**src/rtl/fifo_uart_pkg.sv**
```systemverilog
// Shared constants for the FIFO-fed UART transmitter: FSM state codes, default baud divider, frame sizes.
// FIFO_UART_PARITY_EN selects 8E1 framing (parity state compiled in) instead of 8N1.
package fifo_uart_pkg;

  localparam logic [2:0] ST_IDLE    = 3'd0;
  localparam logic [2:0] ST_RD_REQ  = 3'd1;
  localparam logic [2:0] ST_RD_WAIT = 3'd2;
  localparam logic [2:0] ST_START   = 3'd3;
  localparam logic [2:0] ST_DATA    = 3'd4;
  localparam logic [2:0] ST_PARITY  = 3'd5;
  localparam logic [2:0] ST_STOP    = 3'd6;

  // 20 MHz system clock / 115200 baud
  localparam int DEFAULT_BAUD_DIV = 174;

  localparam int DATA_BITS         = 8;
  localparam int FRAME_BITS_8N1    = 10;
  localparam int FRAME_BITS_PARITY = 11;

`ifdef FIFO_UART_PARITY_EN
  localparam int FRAME_BITS = FRAME_BITS_PARITY;
`else
  localparam int FRAME_BITS = FRAME_BITS_8N1;
`endif

endpackage

```
**src/rtl/fifo_uart_tx_baud_tick_gen.sv**
```systemverilog
// Bit-period timer: counts 0..BAUD_DIV-1 and pulses tick on the last count; clear forces it back to 0.
module baud_tick_gen #(
  parameter int BAUD_DIV = 174
) (
  input  logic clk,
  input  logic rst_n,
  input  logic clear,
  output logic tick
);

  localparam int CW = $clog2(BAUD_DIV);
  localparam logic [CW-1:0] LAST = CW'(BAUD_DIV - 1);

  logic [CW-1:0] cnt_q;
  logic [CW-1:0] cnt_d;

  always_comb begin
    cnt_d = cnt_q + 1'b1;
    if (clear || (cnt_q == LAST)) begin
      cnt_d = '0;
    end
  end

  always_ff @(posedge clk or negedge rst_n) begin
    if (!rst_n) begin
      cnt_q <= '0;
    end else begin
      cnt_q <= cnt_d;
    end
  end

  assign tick = (cnt_q == LAST);

endmodule

```
**src/rtl/fifo_uart_tx.sv**
```systemverilog
// Drains bytes from a synchronous FIFO read port and sends each as a UART frame on tx (8N1, or 8E1
// when FIFO_UART_PARITY_EN is defined). state_dbg mirrors the FSM state register.
module fifo_uart_tx
  import fifo_uart_pkg::*;
#(
  parameter int BAUD_DIV = DEFAULT_BAUD_DIV
) (
  input  logic       clk,
  input  logic       rst_n,
  input  logic       empty_sig,
  input  logic [7:0] FIFO_read_data,
  output logic       read_req,
  output logic       tx,
  output logic       busy,
  output logic       tx_done,
  output logic [2:0] state_dbg
);

  // FIFO handshake: read_req is a one-cycle strobe issued only from IDLE when empty_sig=0; the FIFO
  // presents the popped byte on the edge that samples the strobe, and RD_WAIT captures it one edge later.
  logic [2:0]           state_q, state_d;
  logic                 tx_q, tx_d;
  logic                 read_req_q, read_req_d;
  logic                 busy_q, busy_d;
  logic [DATA_BITS-1:0] shift_q, shift_d;
  logic [2:0]           bit_idx_q, bit_idx_d;
  logic                 tick;
  logic                 baud_clear;
`ifdef FIFO_UART_PARITY_EN
  logic                 parity_q, parity_d;
`endif

  // Keep the bit timer parked at zero until the start bit begins.
  assign baud_clear = (state_q == ST_IDLE) || (state_q == ST_RD_REQ) || (state_q == ST_RD_WAIT);

  baud_tick_gen #(
    .BAUD_DIV(BAUD_DIV)
  ) u_baud_tick_gen (
    .clk  (clk),
    .rst_n(rst_n),
    .clear(baud_clear),
    .tick (tick)
  );

  always_comb begin
    state_d    = state_q;
    tx_d       = tx_q;
    read_req_d = 1'b0;
    busy_d     = busy_q;
    shift_d    = shift_q;
    bit_idx_d  = bit_idx_q;
`ifdef FIFO_UART_PARITY_EN
    parity_d   = parity_q;
`endif
    case (state_q)
      ST_IDLE: begin
        tx_d   = 1'b1;
        busy_d = 1'b0;
        if (!empty_sig) begin
          state_d    = ST_RD_REQ;
          read_req_d = 1'b1;
          busy_d     = 1'b1;
        end
      end
      ST_RD_REQ: begin
        state_d = ST_RD_WAIT;
      end
      ST_RD_WAIT: begin
        shift_d   = FIFO_read_data;
`ifdef FIFO_UART_PARITY_EN
        parity_d  = ^FIFO_read_data;
`endif
        bit_idx_d = 3'd0;
        tx_d      = 1'b0;
        state_d   = ST_START;
      end
      ST_START: begin
        if (tick) begin
          tx_d    = shift_q[0];
          shift_d = {1'b0, shift_q[DATA_BITS-1:1]};
          state_d = ST_DATA;
        end
      end
      ST_DATA: begin
        if (tick) begin
          if (bit_idx_q == 3'(DATA_BITS - 1)) begin
`ifdef FIFO_UART_PARITY_EN
            tx_d    = parity_q;
            state_d = ST_PARITY;
`else
            tx_d    = 1'b1;
            state_d = ST_STOP;
`endif
          end else begin
            tx_d      = shift_q[0];
            shift_d   = {1'b0, shift_q[DATA_BITS-1:1]};
            bit_idx_d = bit_idx_q + 3'd1;
          end
        end
      end
`ifdef FIFO_UART_PARITY_EN
      ST_PARITY: begin
        if (tick) begin
          tx_d    = 1'b1;
          state_d = ST_STOP;
        end
      end
`endif
      ST_STOP: begin
        if (tick) begin
          busy_d  = 1'b0;
          state_d = ST_IDLE;
        end
      end
      default: begin
        tx_d    = 1'b1;
        busy_d  = 1'b0;
        state_d = ST_IDLE;
      end
    endcase
  end

  always_ff @(posedge clk or negedge rst_n) begin
    if (!rst_n) begin
      state_q    <= ST_IDLE;
      tx_q       <= 1'b1;
      read_req_q <= 1'b0;
      busy_q     <= 1'b0;
      shift_q    <= '0;
      bit_idx_q  <= 3'd0;
`ifdef FIFO_UART_PARITY_EN
      parity_q   <= 1'b0;
`endif
    end else begin
      state_q    <= state_d;
      tx_q       <= tx_d;
      read_req_q <= read_req_d;
      busy_q     <= busy_d;
      shift_q    <= shift_d;
      bit_idx_q  <= bit_idx_d;
`ifdef FIFO_UART_PARITY_EN
      parity_q   <= parity_d;
`endif
    end
  end

  assign tx        = tx_q;
  assign read_req  = read_req_q;
  assign busy      = busy_q;
  assign tx_done   = (state_q == ST_STOP) && tick;
  assign state_dbg = state_q;

endmodule

```
**config.mk**
```make
export PLATFORM = sky130hd
export DESIGN_NAME = fifo_uart_tx
export DESIGN_NICKNAME = d
export VERILOG_FILES = /design/src/rtl/fifo_uart_pkg.sv /design/src/rtl/fifo_uart_tx_baud_tick_gen.sv /design/src/rtl/fifo_uart_tx.sv
export SDC_FILE = /design/constraint.sdc
export NUM_CORES = 1
export LEC_CHECK = 0
export BUFFER_PORTS_ARGS = -buffer_cell sky130_fd_sc_hd__buf_2
export CAP_MARGIN = 20
export CORE_ASPECT_RATIO = 2
export CORE_MARGIN = 2
export CORE_UTILIZATION = 45
export CTS_CLUSTER_DIAMETER = 50
export DETAILED_ROUTE_END_ITERATION = 7
export GPL_ROUTABILITY_DRIVEN = 1
export PLACE_DENSITY_LB_ADDON = 0.1
export SLEW_MARGIN = 20
export SYNTH_ARGS = -nofsm -noshare
export SYNTH_HDL_FRONTEND = slang
export SYNTH_SLANG_ARGS = --single-unit
```
**constraint.sdc**
```tcl
create_clock -name clk -period 2.6 [get_ports clk]
set_input_delay 0.39 -clock clk [delete_from_list [all_inputs] [get_ports clk]]
set_output_delay 0.39 -clock clk [all_outputs]
set_load 0.005 [all_outputs]
```
Word-level counts from Yosys, hierarchy flattened
Cells that the tools add are included.
- bits in registers: 25
- input bits: 11
- output and inout port bits: 7
- logic and storage cells: 60
- add/sub/neg operators: 2
- equal/unequal tests: 13
- mux-type cells: 22
- bitwise operators: 2
- reductions and logical operators: 14
- operators by type and width (operator ; number):
    two-way mux 8 bit ; 4
    case mux 8 bit (3 select lines) ; 1
    two-way mux 3 bit ; 7
    case mux 3 bit (6 select lines) ; 1
    inequality test 2 bit (second input constant) ; 6
    equality test 3 bit (second input constant) ; 3
    adder 8 x 1 -> 8 bit (second input constant) ; 1
    equality test 8 bit (second input constant) ; 1
    equality test 3 x 2 -> 1 bit (second input constant) ; 2
    two-way mux 1 bit ; 6
    case mux 3 bit (2 select lines) ; 1
    AND reduction 3 bit ; 2
    AND reduction 5 bit ; 1
    case mux 1 bit (4 select lines) ; 1
    AND reduction 4 bit ; 1
    OR reduction 4 bit ; 1
    adder 3 x 1 -> 3 bit (second input constant) ; 1
    equality test 3 x 1 -> 1 bit (second input constant) ; 1
    zero test 3 bit ; 1
    logical OR 1 bit ; 3
    case mux 1 bit (3 select lines) ; 1
    nonzero test 3 bit ; 1
    inverter 1 bit ; 2
    AND reduction 2 bit ; 1
    3 further kinds ; 3

Depth between registers and ports, before layout
- word-level depth: 5
- depth in mapped cells: 6
- mapped depth without buffers: 6

Cells and area by module
From an unflattened synthesis, not the netlist that was laid out.
- cell total of the unflattened synthesis: 168
- area, all modules: 1601.5 µm²
- by module, submodules not included (module ; instances ; cells an instance ; area an instance (µm²) ; sequential area each (µm²)):
    fifo_uart_tx ; 1 ; 125 ; 1172.4 ; 426.7
    baud_tick_gen ; 1 ; 43 ; 429.2 ; 200.2

Least setup slack after synthesis
No wires, ideal clock.
- path kind: reg-to-reg
- start: register bit_idx_q[0]
- end: register shift_q[0]
- library setup time: 0.125 ns
- data arrival time: 1.645 ns
- data required time: 2.475 ns
- slack: 0.830 ns
- cell stages (with the launch flop): 6
- path buffers: 0
- period minus slack after synthesis: 1.770 ns
- cell sequence: dfrtp_1 > ha_1 > ha_1 > nor4b_2 > o22ai_4 > mux2_4
- word-level cells in the longest chain between the ends: 3
- RTL lines (what ; line ; text):
    start, declared ; fifo_uart_tx.sv:26 ; logic [2:0] bit_idx_q, bit_idx_d;
    start signal, assigned ; fifo_uart_tx.sv:140 ; bit_idx_q <= bit_idx_d;
    equality test 3 bit ; fifo_uart_tx.sv:86 ; if (bit_idx_q == 3'(DATA_BITS - 1)) begin
    inequality test 2 bit (no source line) ; -- ;
    AND reduction 4 bit (no source line) ; -- ;
    end signal, assigned ; fifo_uart_tx.sv:139 ; shift_q <= shift_d;
    end, declared ; fifo_uart_tx.sv:25 ; logic [DATA_BITS-1:0] shift_q, shift_d;
No other way between the ends.
A chain may end at the register's enable or synchronous reset.

Final worst setup path
- start: register state_q[0] (netlist: state_dbg[0])
- end: register shift_q[1]
- word-level cells in the longest chain between the ends: 3
- elaborated cells on any way between the ends: 9
- those cells by class: eq/ne (6); mux (1); reduce/logical (2)
- RTL lines (what ; line ; text):
    start, declared ; fifo_uart_tx.sv:21 ; logic [2:0] state_q, state_d;
    start signal, assigned ; fifo_uart_tx.sv:135 ; state_q <= state_d;
    equality test 3 bit / equality test 3 x 2 -> 1 bit (equally long branches) ; fifo_uart_tx.sv:55 ; case (state_q)
    inequality test 2 bit (no source line) / nonzero test 3 bit (equally long branches) ; -- ;
    AND reduction 4 bit (no source line) ; -- ;
Several ways; a longest one is shown, not always the timed one.

==> flow_summary_export.csv <==
group,metric,value,unit
timing,fmaxAchievable,497,MHz
placed_design,gp_congestion,0.749,
clock_network,htreeDepth,1,
floorplan,start_util,47.4,%
placed_design,io_buffers,17,
outcome,status,"finished, final reports clean",
setup_path,cp.arrival,2.17,ns
logic_synthesis,yosysSeqAreaShare,45.0,%
setup_path,path_delay_family,"multiplexers",
floorplan,rows,28,
global_route,grt_max_degree,26,
setup_path,slowest_delay,0.61,ns
timing,hold_viol,0,
cells_and_area,area_growth,10.1,%
drt,drt-initial-drc-count,18,
cells_and_area,fin_area,1530,µm²
timing,slew_headroom,63.2,%
floorplan,io_pins,18,
floorplan,die_area,3590,µm²
logic_synthesis,synthTopCellsByArea,"dfrtp_1, mux2_4, mux2_1",
drt,antenna_left,0,
logic_synthesis,synthFlopType,"dfrtp_1",
logic_synthesis,synth_top_area_share,43.1,%
clock_network,clkSinkCount,25,
global_route,antenna_found_initial,0,
drt,drc,0,
global_route,track_usage,16.6,%
logic_synthesis,netlist.top_cell.by_area,"dfrtp_1",
logic_synthesis,synthCells,119,
floorplan,dieWidth,43.4,µm
power,pwr-share-seq,60.8,%
logic_synthesis,synth_seq_cells,25,
setup_path,worst-setup-path-type,"flop to flop",
drt,wl_per_cell,15.4,µm
logic_synthesis,avgSynthCellArea,11.7,µm²
power,clkPwrFrac,34.9,%
power,intPower,521,µW
power,sw_frac_of_total,20.6,%
power,total_power,656,µW
logic_synthesis,yosys_warnings,0,
setup_path,cp-end-kind,"flop",
drt,wl,2.56,mm
setup_path,start_kind,"flop",
placed_design,dp_hpwl,1.88,mm
power,power_frac_comb,4.4,%
timing,setup_violations,0,
timing,rsz0062_at_grt,"no",
setup_path,crit_buf_inv,0,
power,p_per_area,428,nW/µm²
timing,report.final.slew_viol_count,0,
clock_network,cts_resized,0,
setup_path,worst-endpoint-required,2.76,ns
logic_synthesis,async_reset_ff_share,100,%
timing,worst_pin_slew,0.553,ns
floorplan,die_h,82.7,µm
logic_synthesis,synth_cell_types,45,
power,vdd_drop_max,335,µV
clock_network,clock_path_buffers,2,
global_route,grt_pass1_wl,4.51,mm
floorplan,core-area,2940,µm²
setup_path,ff2ff_setup_slack,0.59,ns
setup_path,rr_startpoint,"state_dbg[0]$_DFFE_PN0P_",
cells_and_area,drive_gt1_share,28.7,%
timing,clock_skew,0.00638,ns
setup_path,slowest_stage,"dfrtp_1",
logic_synthesis,synth_nets,134,
clock_network,hold_buffers,0,
timing,fin_crit,2.01,ns
clock_network,clock_latency,0.27,ns
logic_synthesis,yosys-top-cells-count,"dfrtp_1, nor2_1, mux2_1, mux2_4, nand2_1",
placed_design,placed_cell_area,1490,µm²
drt,num_vias,965,
clock_network,cts-root-buf,"clkbuf_8",
drt,drt-pass1-iter-count,4,
setup_path,crit_chain,"nor2b_2 > a21o_1 > mux2_1 > mux2_4",
setup_path,cp_max_fo,14,
clock_network,cts_buffers,3,
logic_synthesis,synth_edf_count,0,
power,leakage,0.000705,µW
setup_path,reg2regPathDepth,4,
global_route,grt_pass1_vias,991,
drt,via_per_inst,5.81,
clock_network,path_clk_slew,0.09,ns
global_route,grt.overflow.total,0,
min_path,hold_path_class,"input pin to async pin",
setup_path,r2r-end,"shift_q[1]$_DFFE_PN0P_",
flow_run,maxCapViolCount,0,
timing,fin_crit_sh,77.3,%
power,p_switching,135,µW
cells_and_area,diodes,0,
clock_network,cts_tree,"yes",
clock_network,postCtsSetupBuffers,0,
logic_synthesis,syn_area,1390,µm²
logic_synthesis,yosysMostFrequentCell,"dfrtp_1",
cells_and_area,nets,152,
timing,whs,0.0967,ns
timing,tns,0,ns
## area by class of cell
cell class                 count  area (µm²)
fill                         286        1410
multi-input combinational     88         732
sequential                    25         627
timing repair buffer          17        85.1
clock buffer                   4        45.0
tap                           30        37.5
inverter                       2        7.51
## layer usage
| metal | wire [µm] | share of wire [%] | vias to the layer above | GRT usage, % |
|---|---|---|---|---|
| met5 | 0 | 0 | - | 0 |
| met4 | 56 | 2.2 | 0 | 8.48 |
| met3 | 83 | 3.2 | 6 | 2.17 |
| met2 | 1330 | 52 | 23 | 28.5 |
| met1 | 1090 | 43 | 478 | 19.9 |
| li1 | - | - | 458 | - |
## power groups by stage
stage	combinational, µW	sequential (µW)	clock [µW]
floorplan	13.6	405	0
global placement	28.5	406	0
detailed placement	29.9	406	0
CTS	30.0	399	238
global route	32.8	399	256
finish	28.6	399	229
## flip-flops by register name (all words and copies together), names as in the netlist
signal and cells:
busy 1, u_baud_tick_gen.cnt_q 8, shift_q 8, state_dbg 3, bit_idx_q 3, tx 1, read_req 1
## metrics by stage
stage	setup WS [ns]	std cells	utilization, %
finish	0.590	166	52.1
global route	0.442	166	52.1
CTS	0.555	166	52.1
detailed placement	0.568	162	50.6
global placement	0.612	162	50.6
floorplan	0.830	119	-
## cell usage in the layout (no fill, tap or decap), drive strengths merged, types with 3 or more instances in the layout
cell	netlist	layout
nand3	4	4
clkbuf	1	4
dfrtp	24	24
xor2	4	4
a21oi	3	3
buf	3	17
nand2	7	7
mux2	15	15
o21ai	7	7
ha	4	4
nor2	10	10
and3	4	4
## logic make-up after synthesis
kind of cell,synth area share (%)
AOI/OAI and AO/OA,11.7
xor gates and xnor gates,3.77
adders and majority gates,3.59
buffers and inverters,2.51
DFF,45.0
muxes,15.4
and+or+nand+nor,18.0
## worst max-delay path by stage
stage	from	end	slack, ns	cells after the start
floorplan	bit_idx_q[0]$_DFFE_PN0P_	shift_q[0]$_DFFE_PN0P_	0.83	5
detailed placement	state_dbg[0]$_DFFE_PN0P_	shift_q[6]$_DFFE_PN0P_	0.57	4
CTS	state_dbg[0]$_DFFE_PN0P_	shift_q[6]$_DFFE_PN0P_	0.56	4
global placement	state_dbg[0]$_DFFE_PN0P_	shift_q[4]$_DFFE_PN0P_	0.61	4
finish	state_dbg[0]$_DFFE_PN0P_	shift_q[1]$_DFFE_PN0P_	0.59	4
global route	state_dbg[0]$_DFFE_PN0P_	shift_q[1]$_DFFE_PN0P_	0.44	4
No activity file was read; power rests on OpenSTA's default activity.
